<file path="config.mk">
export PLATFORM = sky130hd
export DESIGN_NAME = msi_bus_arbiter
export DESIGN_NICKNAME = d
export VERILOG_FILES = /design/src/rtl/msi_bus_pkg.sv /design/src/rtl/msi_bus_arbiter_rr.sv /design/src/rtl/msi_bus_arbiter.sv
export SDC_FILE = /design/constraint.sdc
export NUM_CORES = 1
export LEC_CHECK = 0
export ABC_AREA = 0
export BUFFER_PORTS_ARGS = -buffer_cell sky130_fd_sc_hd__buf_2
export CORE_MARGIN = 2
export CORE_UTILIZATION = 47
export DETAILED_ROUTE_END_ITERATION = 7
export PLACE_DENSITY = 0.8
export REMOVE_ABC_BUFFERS = 1
export SLEW_MARGIN = 20
export SYNTH_ARGS = -nofsm -noshare
export SYNTH_HDL_FRONTEND = slang
export SYNTH_HIERARCHICAL = 1
export SYNTH_SLANG_ARGS = --single-unit
</file>
<file path="constraint.sdc">
create_clock -name clk -period 2.2 [get_ports clk]
set_input_delay 0.11 -clock clk [delete_from_list [all_inputs] [get_ports clk]]
set_output_delay 0.11 -clock clk [all_outputs]
set_load 0.1 [all_outputs]
</file>
<file path="src/rtl/msi_bus_pkg.sv">
// Shared types and constants for the two-core MSI coherence bus controller.
package msi_bus_pkg;

    localparam logic [1:0] BUS_INVALIDATE = 2'b00;
    localparam logic [1:0] BUS_WRITE_MISS = 2'b01;
    localparam logic [1:0] BUS_READ_MISS  = 2'b10;

    localparam logic [1:0] INVALID  = 2'b00;
    localparam logic [1:0] MODIFIED = 2'b01;
    localparam logic [1:0] SHARED   = 2'b10;

    typedef enum logic [2:0] {
        ST_IDLE   = 3'd0,
        ST_WB     = 3'd1,
        ST_SNOOP  = 3'd2,
        ST_MEM_RD = 3'd3,
        ST_DONE   = 3'd4
    } arb_state_t;

    function automatic logic [1:0] core_onehot(input logic core);
        return core ? 2'b10 : 2'b01;
    endfunction

    // The reserved opcode 11 behaves as an invalidate.
    function automatic logic [1:0] norm_op(input logic [1:0] op);
        logic [1:0] res;
        case (op)
            BUS_WRITE_MISS: res = BUS_WRITE_MISS;
            BUS_READ_MISS:  res = BUS_READ_MISS;
            default:        res = BUS_INVALIDATE;
        endcase
        return res;
    endfunction

endpackage

</file>
<file path="src/rtl/msi_bus_arbiter_rr.sv">
// Two-requester round-robin picker: on contention the core not served last wins.
module rr_arbiter2
    import msi_bus_pkg::*;
(
    input  logic [1:0] req,
    input  logic       last,
    output logic [1:0] pick
);

    // One-hot pick from the request vector and the last-served core.
    always_comb begin
        pick = 2'b00;
        case (req)
            2'b01:   pick = 2'b01;
            2'b10:   pick = 2'b10;
            2'b11:   pick = core_onehot(~last);
            default: pick = 2'b00;
        endcase
    end

endmodule

</file>
<file path="src/rtl/msi_bus_arbiter.sv">
// Coherence bus controller: serializes write-backs and bus requests from two
// MSI caches, runs the snoop phase and sequences memory reads/writes.
module msi_bus_arbiter
    import msi_bus_pkg::*;
#(
    parameter int ADDR_W = 9,
    parameter int DATA_W = 32
)
(
    input  logic              clk,
    input  logic              rst_n,
    input  logic [1:0]        req,
    input  logic [1:0]        req_op0,
    input  logic [1:0]        req_op1,
    input  logic [ADDR_W-1:0] req_addr0,
    input  logic [ADDR_W-1:0] req_addr1,
    input  logic [1:0]        wb_req,
    input  logic [ADDR_W-1:0] wb_addr0,
    input  logic [ADDR_W-1:0] wb_addr1,
    input  logic [DATA_W-1:0] wb_data0,
    input  logic [DATA_W-1:0] wb_data1,
    output logic [1:0]        grant,
    output logic [1:0]        done,
    output logic [1:0]        wb_done,
    output logic              snoop_valid,
    output logic [1:0]        snoop_op,
    output logic [ADDR_W-1:0] snoop_addr,
    input  logic              snoop_abort,
    input  logic [DATA_W-1:0] snoop_data,
    output logic              mem_rd,
    output logic              mem_wr,
    output logic [ADDR_W-1:0] mem_addr,
    output logic [DATA_W-1:0] mem_wdata,
    input  logic [DATA_W-1:0] mem_rdata,
    input  logic              mem_ack,
    output logic [DATA_W-1:0] rsp_data,
    output logic              rsp_found
);

    arb_state_t        state_r, state_nxt_s;
    logic              last_r, last_nxt_s;
    logic              owner_r, owner_nxt_s;
    logic [1:0]        op_r, op_nxt_s;
    logic [ADDR_W-1:0] addr_r, addr_nxt_s;
    logic [ADDR_W-1:0] wb_addr_r, wb_addr_nxt_s;
    logic [DATA_W-1:0] wb_data_r, wb_data_nxt_s;
    logic [DATA_W-1:0] fill_r, fill_nxt_s;
    logic              found_r, found_nxt_s;

    logic [1:0]        wb_pick_s, req_pick_s;
    logic [1:0]        grant_nxt_s, done_nxt_s, wb_done_nxt_s, snoop_op_nxt_s;
    logic              snoop_valid_nxt_s, mem_rd_nxt_s, mem_wr_nxt_s, rsp_found_nxt_s;
    logic [ADDR_W-1:0] snoop_addr_nxt_s, mem_addr_nxt_s;
    logic [DATA_W-1:0] mem_wdata_nxt_s, rsp_data_nxt_s;

    rr_arbiter2 u_wb_pick (.req(wb_req), .last(last_r), .pick(wb_pick_s));
    rr_arbiter2 u_req_pick (.req(req), .last(last_r), .pick(req_pick_s));

    // Next-state, capture and round-robin pointer update.
    always_comb begin
        state_nxt_s   = state_r;
        last_nxt_s    = last_r;
        owner_nxt_s   = owner_r;
        op_nxt_s      = op_r;
        addr_nxt_s    = addr_r;
        wb_addr_nxt_s = wb_addr_r;
        wb_data_nxt_s = wb_data_r;
        fill_nxt_s    = fill_r;
        found_nxt_s   = found_r;
        wb_done_nxt_s = 2'b00;
        case (state_r)
            ST_IDLE: begin
                // Write-backs first so memory is current before any fill.
                if (wb_req != 2'b00) begin
                    state_nxt_s   = ST_WB;
                    owner_nxt_s   = (wb_pick_s == 2'b10);
                    wb_addr_nxt_s = (wb_pick_s == 2'b10) ? wb_addr1 : wb_addr0;
                    wb_data_nxt_s = (wb_pick_s == 2'b10) ? wb_data1 : wb_data0;
                end else if (req != 2'b00) begin
                    state_nxt_s = ST_SNOOP;
                    owner_nxt_s = (req_pick_s == 2'b10);
                    op_nxt_s    = norm_op((req_pick_s == 2'b10) ? req_op1 : req_op0);
                    addr_nxt_s  = (req_pick_s == 2'b10) ? req_addr1 : req_addr0;
                end else begin
                    state_nxt_s = ST_IDLE;
                end
            end
            ST_WB: begin
                if (mem_ack) begin
                    state_nxt_s   = ST_IDLE;
                    wb_done_nxt_s = core_onehot(owner_r);
                    last_nxt_s    = owner_r;
                end else begin
                    state_nxt_s = ST_WB;
                end
            end
            ST_SNOOP: begin
                if (op_r == BUS_INVALIDATE) begin
                    state_nxt_s = ST_DONE;
                    fill_nxt_s  = {DATA_W{1'b0}};
                    found_nxt_s = 1'b0;
                end else if (snoop_abort) begin
                    state_nxt_s = ST_DONE;
                    fill_nxt_s  = snoop_data;
                    found_nxt_s = 1'b1;
                end else begin
                    state_nxt_s = ST_MEM_RD;
                end
            end
            ST_MEM_RD: begin
                if (mem_ack) begin
                    state_nxt_s = ST_DONE;
                    fill_nxt_s  = mem_rdata;
                    found_nxt_s = 1'b0;
                end else begin
                    state_nxt_s = ST_MEM_RD;
                end
            end
            ST_DONE: begin
                state_nxt_s = ST_IDLE;
                last_nxt_s  = owner_r;
            end
            default: begin
                state_nxt_s = ST_IDLE;
            end
        endcase
    end

    // Output values decoded from the next state so the outputs come straight from flops.
    always_comb begin
        grant_nxt_s       = 2'b00;
        done_nxt_s        = 2'b00;
        snoop_valid_nxt_s = 1'b0;
        snoop_op_nxt_s    = 2'b00;
        snoop_addr_nxt_s  = {ADDR_W{1'b0}};
        mem_rd_nxt_s      = 1'b0;
        mem_wr_nxt_s      = 1'b0;
        mem_addr_nxt_s    = {ADDR_W{1'b0}};
        mem_wdata_nxt_s   = {DATA_W{1'b0}};
        rsp_data_nxt_s    = {DATA_W{1'b0}};
        rsp_found_nxt_s   = 1'b0;
        case (state_nxt_s)
            ST_WB: begin
                mem_wr_nxt_s    = 1'b1;
                mem_addr_nxt_s  = wb_addr_nxt_s;
                mem_wdata_nxt_s = wb_data_nxt_s;
            end
            ST_SNOOP: begin
                grant_nxt_s       = core_onehot(owner_nxt_s);
                snoop_valid_nxt_s = 1'b1;
                snoop_op_nxt_s    = op_nxt_s;
                snoop_addr_nxt_s  = addr_nxt_s;
            end
            ST_MEM_RD: begin
                grant_nxt_s    = core_onehot(owner_nxt_s);
                mem_rd_nxt_s   = 1'b1;
                mem_addr_nxt_s = addr_nxt_s;
            end
            ST_DONE: begin
                grant_nxt_s     = core_onehot(owner_nxt_s);
                done_nxt_s      = core_onehot(owner_nxt_s);
                rsp_data_nxt_s  = fill_nxt_s;
                rsp_found_nxt_s = found_nxt_s;
            end
            default: begin
                grant_nxt_s = 2'b00;
            end
        endcase
    end

    // State, capture and output registers; reset clears everything and favours core 0.
    always_ff @(posedge clk or negedge rst_n) begin
        if (!rst_n) begin
            state_r     <= ST_IDLE;
            last_r      <= 1'b1;
            owner_r     <= 1'b0;
            op_r        <= 2'b00;
            addr_r      <= {ADDR_W{1'b0}};
            wb_addr_r   <= {ADDR_W{1'b0}};
            wb_data_r   <= {DATA_W{1'b0}};
            fill_r      <= {DATA_W{1'b0}};
            found_r     <= 1'b0;
            grant       <= 2'b00;
            done        <= 2'b00;
            wb_done     <= 2'b00;
            snoop_valid <= 1'b0;
            snoop_op    <= 2'b00;
            snoop_addr  <= {ADDR_W{1'b0}};
            mem_rd      <= 1'b0;
            mem_wr      <= 1'b0;
            mem_addr    <= {ADDR_W{1'b0}};
            mem_wdata   <= {DATA_W{1'b0}};
            rsp_data    <= {DATA_W{1'b0}};
            rsp_found   <= 1'b0;
        end else begin
            state_r     <= state_nxt_s;
            last_r      <= last_nxt_s;
            owner_r     <= owner_nxt_s;
            op_r        <= op_nxt_s;
            addr_r      <= addr_nxt_s;
            wb_addr_r   <= wb_addr_nxt_s;
            wb_data_r   <= wb_data_nxt_s;
            fill_r      <= fill_nxt_s;
            found_r     <= found_nxt_s;
            grant       <= grant_nxt_s;
            done        <= done_nxt_s;
            wb_done     <= wb_done_nxt_s;
            snoop_valid <= snoop_valid_nxt_s;
            snoop_op    <= snoop_op_nxt_s;
            snoop_addr  <= snoop_addr_nxt_s;
            mem_rd      <= mem_rd_nxt_s;
            mem_wr      <= mem_wr_nxt_s;
            mem_addr    <= mem_addr_nxt_s;
            mem_wdata   <= mem_wdata_nxt_s;
            rsp_data    <= rsp_data_nxt_s;
            rsp_found   <= rsp_found_nxt_s;
        end
    end

endmodule
</file>
== Word level (Yosys, flattened, before mapping) ==
Cells that the tools add are included.

* Muxes and demuxes: 53
* Equal/unequal tests: 19
* Reduce and logical (&&, ||, !) cells: 7

{| class="wikitable"
|+ Operator list
! cell !! number
|-
| 2-to-1 mux 32 bit || 8
|-
| 2-to-1 mux 9 bit || 8
|-
| one-hot mux 32 bit (2 select lines) || 1
|-
| 2-to-1 mux 2 bit || 14
|-
| one-hot mux 9 bit (2 select lines) || 1
|-
| == test 2 bit, second input constant || 7
|-
| == test 3 x 2 -> 1 bit, second input constant || 4
|-
| 2-to-1 mux 1 bit || 12
|-
| one-hot mux 2 bit (3 select lines) || 2
|-
| one-hot mux 3 bit (4 select lines) || 1
|-
| 2-to-1 mux 3 bit || 3
|-
| == test 2 x 1 -> 1 bit, second input constant || 3
|-
| == test 3 x 1 -> 1 bit, second input constant || 2
|-
| == test 3 bit, second input constant || 2
|-
| nonzero test 2 bit || 3
|-
| one-hot mux 1 bit (2 select lines) || 2
|-
| one-hot mux 2 bit (2 select lines) || 1
|-
| zero test 3 bit || 1
|-
| OR reduction 3 bit || 1
|-
| zero test 2 bit || 1
|-
| != test 2 bit, second input constant || 1
|-
| AND reduction 2 bit || 1
|}

* Register bits: 184
* Output and inout bits: 94
* Logic and storage cells: 100
* Input bits: 176

== Depth between registers and ports, before layout ==
* Depth after elaboration: 10
* Mapped depth: 8
* Gate-level depth less buffers: 6

== By module ==
Netlist, hierarchy kept.

{| class="wikitable"
|+ By module, submodules not included
! module !! sequential area each (µm²) !! area an instance (µm²) !! instances !! cells each
|-
| msi_bus_arbiter || 3779.9 || 6047.0 || 1 || 488
|-
| rr_arbiter2 || 0.0 || 18.8 || 2 || 3
|}

== Least setup slack after synthesis ==
No wires, ideal clock.

* Kind: reg2reg
* Start: register last_r
* End: register mem_wdata[10]
* Arrival time: 1575 ps
* Stages on the path, launching flop included: 7
* Setup time: 142 ps
* Required time: 2058 ps
* Period minus slack after synthesis: 1717 ps
* Path buffers: 2
* Path slack: 483 ps
* Cells stage by stage: dfstp_2 a21boi_0 nor2b_1 buf_4 buf_2 mux2i_1 a211oi_1

* Cells in the longest elaborated chain, start to end: 7

{| class="wikitable"
|+ Ends and longest elaborated chain
! element !! RTL line !! text
|-
| from (decl) || msi_bus_arbiter.sv:41 || <nowiki>logic last_r, last_nxt_s;</nowiki>
|-
| from (signal assigned) || msi_bus_arbiter.sv:197 || <nowiki>last_r <= last_nxt_s;</nowiki>
|-
| 2-to-1 mux 2 bit || msi_bus_pkg.sv:21 || <nowiki>return core ? 2'b10 : 2'b01;</nowiki>
|-
| one-hot mux 2 bit (3 select lines) || msi_bus_arbiter_rr.sv:13 || <nowiki>case (req)</nowiki>
|-
| via wb_pick_s[1] || msi_bus_arbiter.sv:50 || <nowiki>logic [1:0] wb_pick_s, req_pick_s;</nowiki>
|-
| == test 2 bit || msi_bus_arbiter.sv:78 || <nowiki>wb_data_nxt_s = (wb_pick_s == 2'b10) ? wb_data1 : wb_data0;</nowiki>
|-
| 2-to-1 mux 32 bit || msi_bus_arbiter.sv:78 ||
|-
| 2-to-1 mux 32 bit || msi_bus_arbiter.sv:74 || <nowiki>if (wb_req != 2'b00) begin</nowiki>
|-
| 2-to-1 mux 32 bit || msi_bus_arbiter.sv:71 || <nowiki>case (state_r)</nowiki>
|-
| 2-to-1 mux 32 bit || msi_bus_arbiter.sv:142 || <nowiki>case (state_nxt_s)</nowiki>
|-
| via mem_wdata_nxt_s[10] || msi_bus_arbiter.sv:54 || <nowiki>logic [DATA_W-1:0] mem_wdata_nxt_s, rsp_data_nxt_s;</nowiki>
|-
| to (signal assigned) || msi_bus_arbiter.sv:192 || <nowiki>mem_wdata <= {DATA_W{1'b0}};</nowiki>
|-
| to (signal assigned) || msi_bus_arbiter.sv:214 || <nowiki>mem_wdata <= mem_wdata_nxt_s;</nowiki>
|-
| to (decl) || msi_bus_arbiter.sv:33 || <nowiki>output logic [DATA_W-1:0] mem_wdata,</nowiki>
|}

The timed path passes the listed nets, and every way through them passes these cells.
A chain may end at the register's enable or synchronous reset.

== Worst setup path in the final report ==
* Start: register state_r[2]
* End: register rsp_data[18]

* Cells in the longest elaborated chain, start to end: 4
* Elaborated cells between the ends (all ways): 8
* Classes of those cells: eq/ne: 4; mux: 3; reduce/logical: 1

{| class="wikitable"
|+ Ends and longest elaborated chain
! element !! RTL line !! text
|-
| from (decl) || msi_bus_arbiter.sv:40 || <nowiki>arb_state_t state_r, state_nxt_s;</nowiki>
|-
| from (signal assigned) || msi_bus_arbiter.sv:196 || <nowiki>state_r <= state_nxt_s;</nowiki>
|-
| == test 3 x 2 -> 1 bit, or another cell as far along || msi_bus_arbiter.sv:71 ||
|-
| one-hot mux 3 bit (4 select lines) || msi_bus_arbiter.sv:71 ||
|-
| == test 3 bit || msi_bus_arbiter.sv:142 ||
|-
| 2-to-1 mux 32 bit * || msi_bus_arbiter.sv:142 ||
|-
| via rsp_data_nxt_s[18] || msi_bus_arbiter.sv:54 ||
|-
| to (signal assigned) || msi_bus_arbiter.sv:193 || <nowiki>rsp_data <= {DATA_W{1'b0}};</nowiki>
|-
| to (signal assigned) || msi_bus_arbiter.sv:215 || <nowiki>rsp_data <= rsp_data_nxt_s;</nowiki>
|-
| to (decl) || msi_bus_arbiter.sv:36 || <nowiki>output logic [DATA_W-1:0] rsp_data,</nowiki>
|}

Mark *: on every way through the listed nets, which the timed path passes. The rest lies on a longest branch.

==> flow_metrics.tcl <==
set metrics [dict create \
    status "finished clean" \
    clock_skew_ns 0.00728 \
    avgRoutedWirePerCell_um 18.0 \
    muxShareOfSynthArea_pct 8.76 \
    globalplace.congestion 0.831 \
    post_synth_top_cells "sky130_fd_sc_hd__dfrtp_1 (150), sky130_fd_sc_hd__nor2_1 (67), sky130_fd_sc_hd__mux2i_1 (42), sky130_fd_sc_hd__a211oi_1 (41), sky130_fd_sc_hd__a21oi_1 (36)" \
    synth_enable_flop_cells 0 \
    worst_setup_path_start_kind "flop" \
    route.antenna.remaining_nets 0 \
    dieArea_mm2 0.0139 \
    maxSlewViolCount 0 \
    die_h_um 118 \
    yosys_warnings 6 \
    area_growth_syn_to_layout_pct 51.9 \
    r2r_cells 5 \
    holdWs_ns 0.0127 \
    numClockSinks 151 \
    netSwitchingFraction_pct 47.7 \
    regToRegEndpoint "rsp_data[18]" \
    timing.critical_path.to_type "flop" \
    yosysSeqAreaShare_pct 62.1 \
    grt_remaining_overflow 0 \
    hold_start "wb_addr1[6]" \
    final_core_util_pct 73.3 \
    critical_path.max_fanout 33 \
    dp.final_hpwl_um 11600 \
    antenna_found_initial 1 \
    min-delay-path-class "in2reg" \
    power_per_cell_area_mw_per_mm2 1490 \
    synthDistinctLibCells 37 \
    drcViolationCount 0 \
    track_usage_pct 27.5 \
    drt-initial-drc-count 367 \
    row_count 41 \
    final-hold-violation-count 0 \
    synth-seq-cells 151 \
    antennaDiodeCount 0 \
    yosys.area_share.xor_xnor_pct 0 \
    fin_total_pwr_mw 13.8 \
    design.portCount 270 \
    layout-drive-gt1-share_pct 39.8 \
    largest_net_degree_at_the_start_of_global_routing 106 \
    drt-pass1-iter-count 7 \
    worst-endpoint-required_ns 2.56 \
    final-instance-count-excl-fill 1044 \
    yosysMostFrequentCell "sky130_fd_sc_hd__dfrtp_1" \
    hold-path-cell-count 3 \
    clock-root-buffer "sky130_fd_sc_hd__clkbuf_16" \
    finish.net_count 1036 \
    r2r_slack_ns 0.07 \
    slew-limit-headroom_pct 45.4 \
    synth-async-reset-ratio_pct 100 \
    clockBufferDepth 2 \
    htree_num_levels 4 \
    worst_hold_path.endpoint "wb_addr_r[6]" \
    cp_data_arrival_time_ns 2.49 \
    synth_largest_type_area_fraction_pct 61.7 \
    static_leakage_nw 4.80 \
    yosys.area_share.simple_pct 8.31 \
    comb_power_share_pct 49.1 \
    critical_path.reg2reg.startpoint "state_r[2]" \
    worst_pin_slew_ns 0.819 \
    pre_cts_slack_ns 0.0658 \
    synth_area_leader_cell "sky130_fd_sc_hd__dfrtp_1" \
    buffer_ports.inserted 269 \
    placeableCoreArea_mm2 0.0126 \
    fin_crit_sh_pct 96.8 \
    vias 5425 \
    p_seq_share_pct 29.4 \
    max_cap_violations 0 \
    cts_tree "yes" \
    syn_inst 494 \
    postRouteWirelength_um 18800 \
    syn_area_mm2 0.00608 \
    timing.final.setup_violations 0 \
    drt-vias-per-instance 5.20 \
    start_util_pct 48.2 \
    synth_compound_area_share_pct 16.2 \
    cts.repair_timing.setup_buffer_count 0 \
    synth_top_family_by_area "compound AO/OA/AOI/OAI gates" \
    avgSynthCellArea_um2 12.3 \
    highest_ir_drop_seen_on_vdd_mv 0.973 \
    grt_pass1_vias 5709 \
    p_switching_mw 6.57 \
    final.setup.worst_slack_ns 0.0695 \
    cts-buffers-inserted 17 \
    die-width_um 118 \
    synthTopCellsByArea "sky130_fd_sc_hd__dfrtp_1 (62%), sky130_fd_sc_hd__mux2i_1 (6.9%), sky130_fd_sc_hd__a211oi_1 (5.1%)" \
    synthAdderAreaFrac_pct 0 \
    fin_crit_ns 2.13 \
    clk_pin_slew_worst_paths_ns 0.06 \
    power_report.internal_total_mw 7.20 \
    max_clock_freq_mhz 469 \
    power.share.clock_pct 21.4 \
    synth_top_flop_cell "sky130_fd_sc_hd__dfrtp_1" \
    placed_cells_incl_taps 917 \
    grt_pass1_wl_um 29400 \
    timing.setup.critical_path_class "reg2reg" \
    clk-insertion-delay-late_ns 0.42 \
]
==> critical path, cell delays in order (launching register included) <==
cell	delay [ns]
sky130_fd_sc_hd__dfrtp_1	0.47
sky130_fd_sc_hd__nand2b_2	0.29
sky130_fd_sc_hd__nor4b_4	0.26
sky130_fd_sc_hd__buf_8	0.26
sky130_fd_sc_hd__a22o_1	0.21
sky130_fd_sc_hd__dlygate4sd3_1	0.57
==> worst max-delay path by stage <==
stage | startpoint | to | slack (ns) | depth (start not counted)
floorplan | last_r | mem_addr[2] | -1.78 | 4
global placement | state_r[2] | mem_wdata[21] | 0.17 | 5
detailed placement | state_r[2] | mem_wdata[28] | 0.07 | 5
CTS | state_r[2] | rsp_data[22] | 0.04 | 5
global route | last_r | snoop_addr[5] | -0.004 | 6
finish | state_r[2] | rsp_data[18] | 0.07 | 5
==> metal layers <==
layer / track usage (%) / part of all wire, % / vias up / wire [um]
met1: 31.3 / 37 / 2629 / 7040
met3: 6.98 / 5.7 / 74 / 1080
met2: 47.1 / 52 / 239 / 9810
met5: 0 / 0.059 / - / 11
li1: - / - / 2481 / -
met4: 15.8 / 4.6 / 2 / 857
==> power by group through the flow <==
stage | combinational, mW | sequential [mW] | clock [mW]
floorplan | 1.99 | 7.13 | 0
global placement | 6.32 | 4.06 | 0
detailed placement | 6.51 | 4.08 | 0
CTS | 6.67 | 4.05 | 2.97
global route | 7.16 | 4.14 | 3.12
finish | 6.77 | 4.05 | 2.95
==> through the flow <==
step                      TNS [ns]  area, um^2
after CTS                        0        9210
after detailed placement         0        7660
final                            0        9240
after floorplan            -146.76        5900
after global routing      -0.00382        9240
after global placement           0        7660
==> logic make-up (layout without fill, tap and decap cells) <==
family          after synthesis  count (layout)
buf+inv                      59             436
mux                          52              52
flops                       151             151
compound gates              131             132
simple gates                101             101
==> timing repair <==
action,CTS,global route
gates resized for setup,0,7
hold buffers,95,0
setup endpoints to repair,0,42
hold endpoints to repair,106,0
==> cell type report <==
class	instances	area (um^2)
timing repair buffer	380	2490
clock inverter	9	124
multi-input combinational	285	2060
inverter	25	93.8
tap	172	215
sequential	151	3780
fill	871	3380
clock buffer	22	474
==> state kept, by name (all words and copies together) (netlist names), 3 cells and up <==
register    cells
addr_r          9
mem_addr        9
mem_wdata      32
rsp_data       32
snoop_addr      9
state_r         3
wb_addr_r       9
wb_data_r      32
==> layout by cell type (no fill, tap or decap), types with 3 or more instances in the layout <==
master and instances:
sky130_fd_sc_hd__nor2b_1 12, sky130_fd_sc_hd__o32ai_2 6, sky130_fd_sc_hd__inv_1 25, sky130_fd_sc_hd__mux2i_1 42, sky130_fd_sc_hd__mux2_2 10, sky130_fd_sc_hd__o32ai_1 3
sky130_fd_sc_hd__a21boi_0 3, sky130_fd_sc_hd__clkbuf_8 3, sky130_fd_sc_hd__bufinv_16 3, sky130_fd_sc_hd__buf_4 10, sky130_fd_sc_hd__nand3b_1 3, sky130_fd_sc_hd__dfrtp_1 150
sky130_fd_sc_hd__nor2_1 67, sky130_fd_sc_hd__clkbuf_16 17, sky130_fd_sc_hd__a22o_1 32, sky130_fd_sc_hd__buf_12 3, sky130_fd_sc_hd__a211oi_1 41, sky130_fd_sc_hd__dlygate4sd3_1 95
sky130_fd_sc_hd__buf_2 268, sky130_fd_sc_hd__a21oi_1 36, sky130_fd_sc_hd__nand2_1 3, sky130_fd_sc_hd__clkinv_2 5
Note: power is estimated with default switching activity, not from simulation.
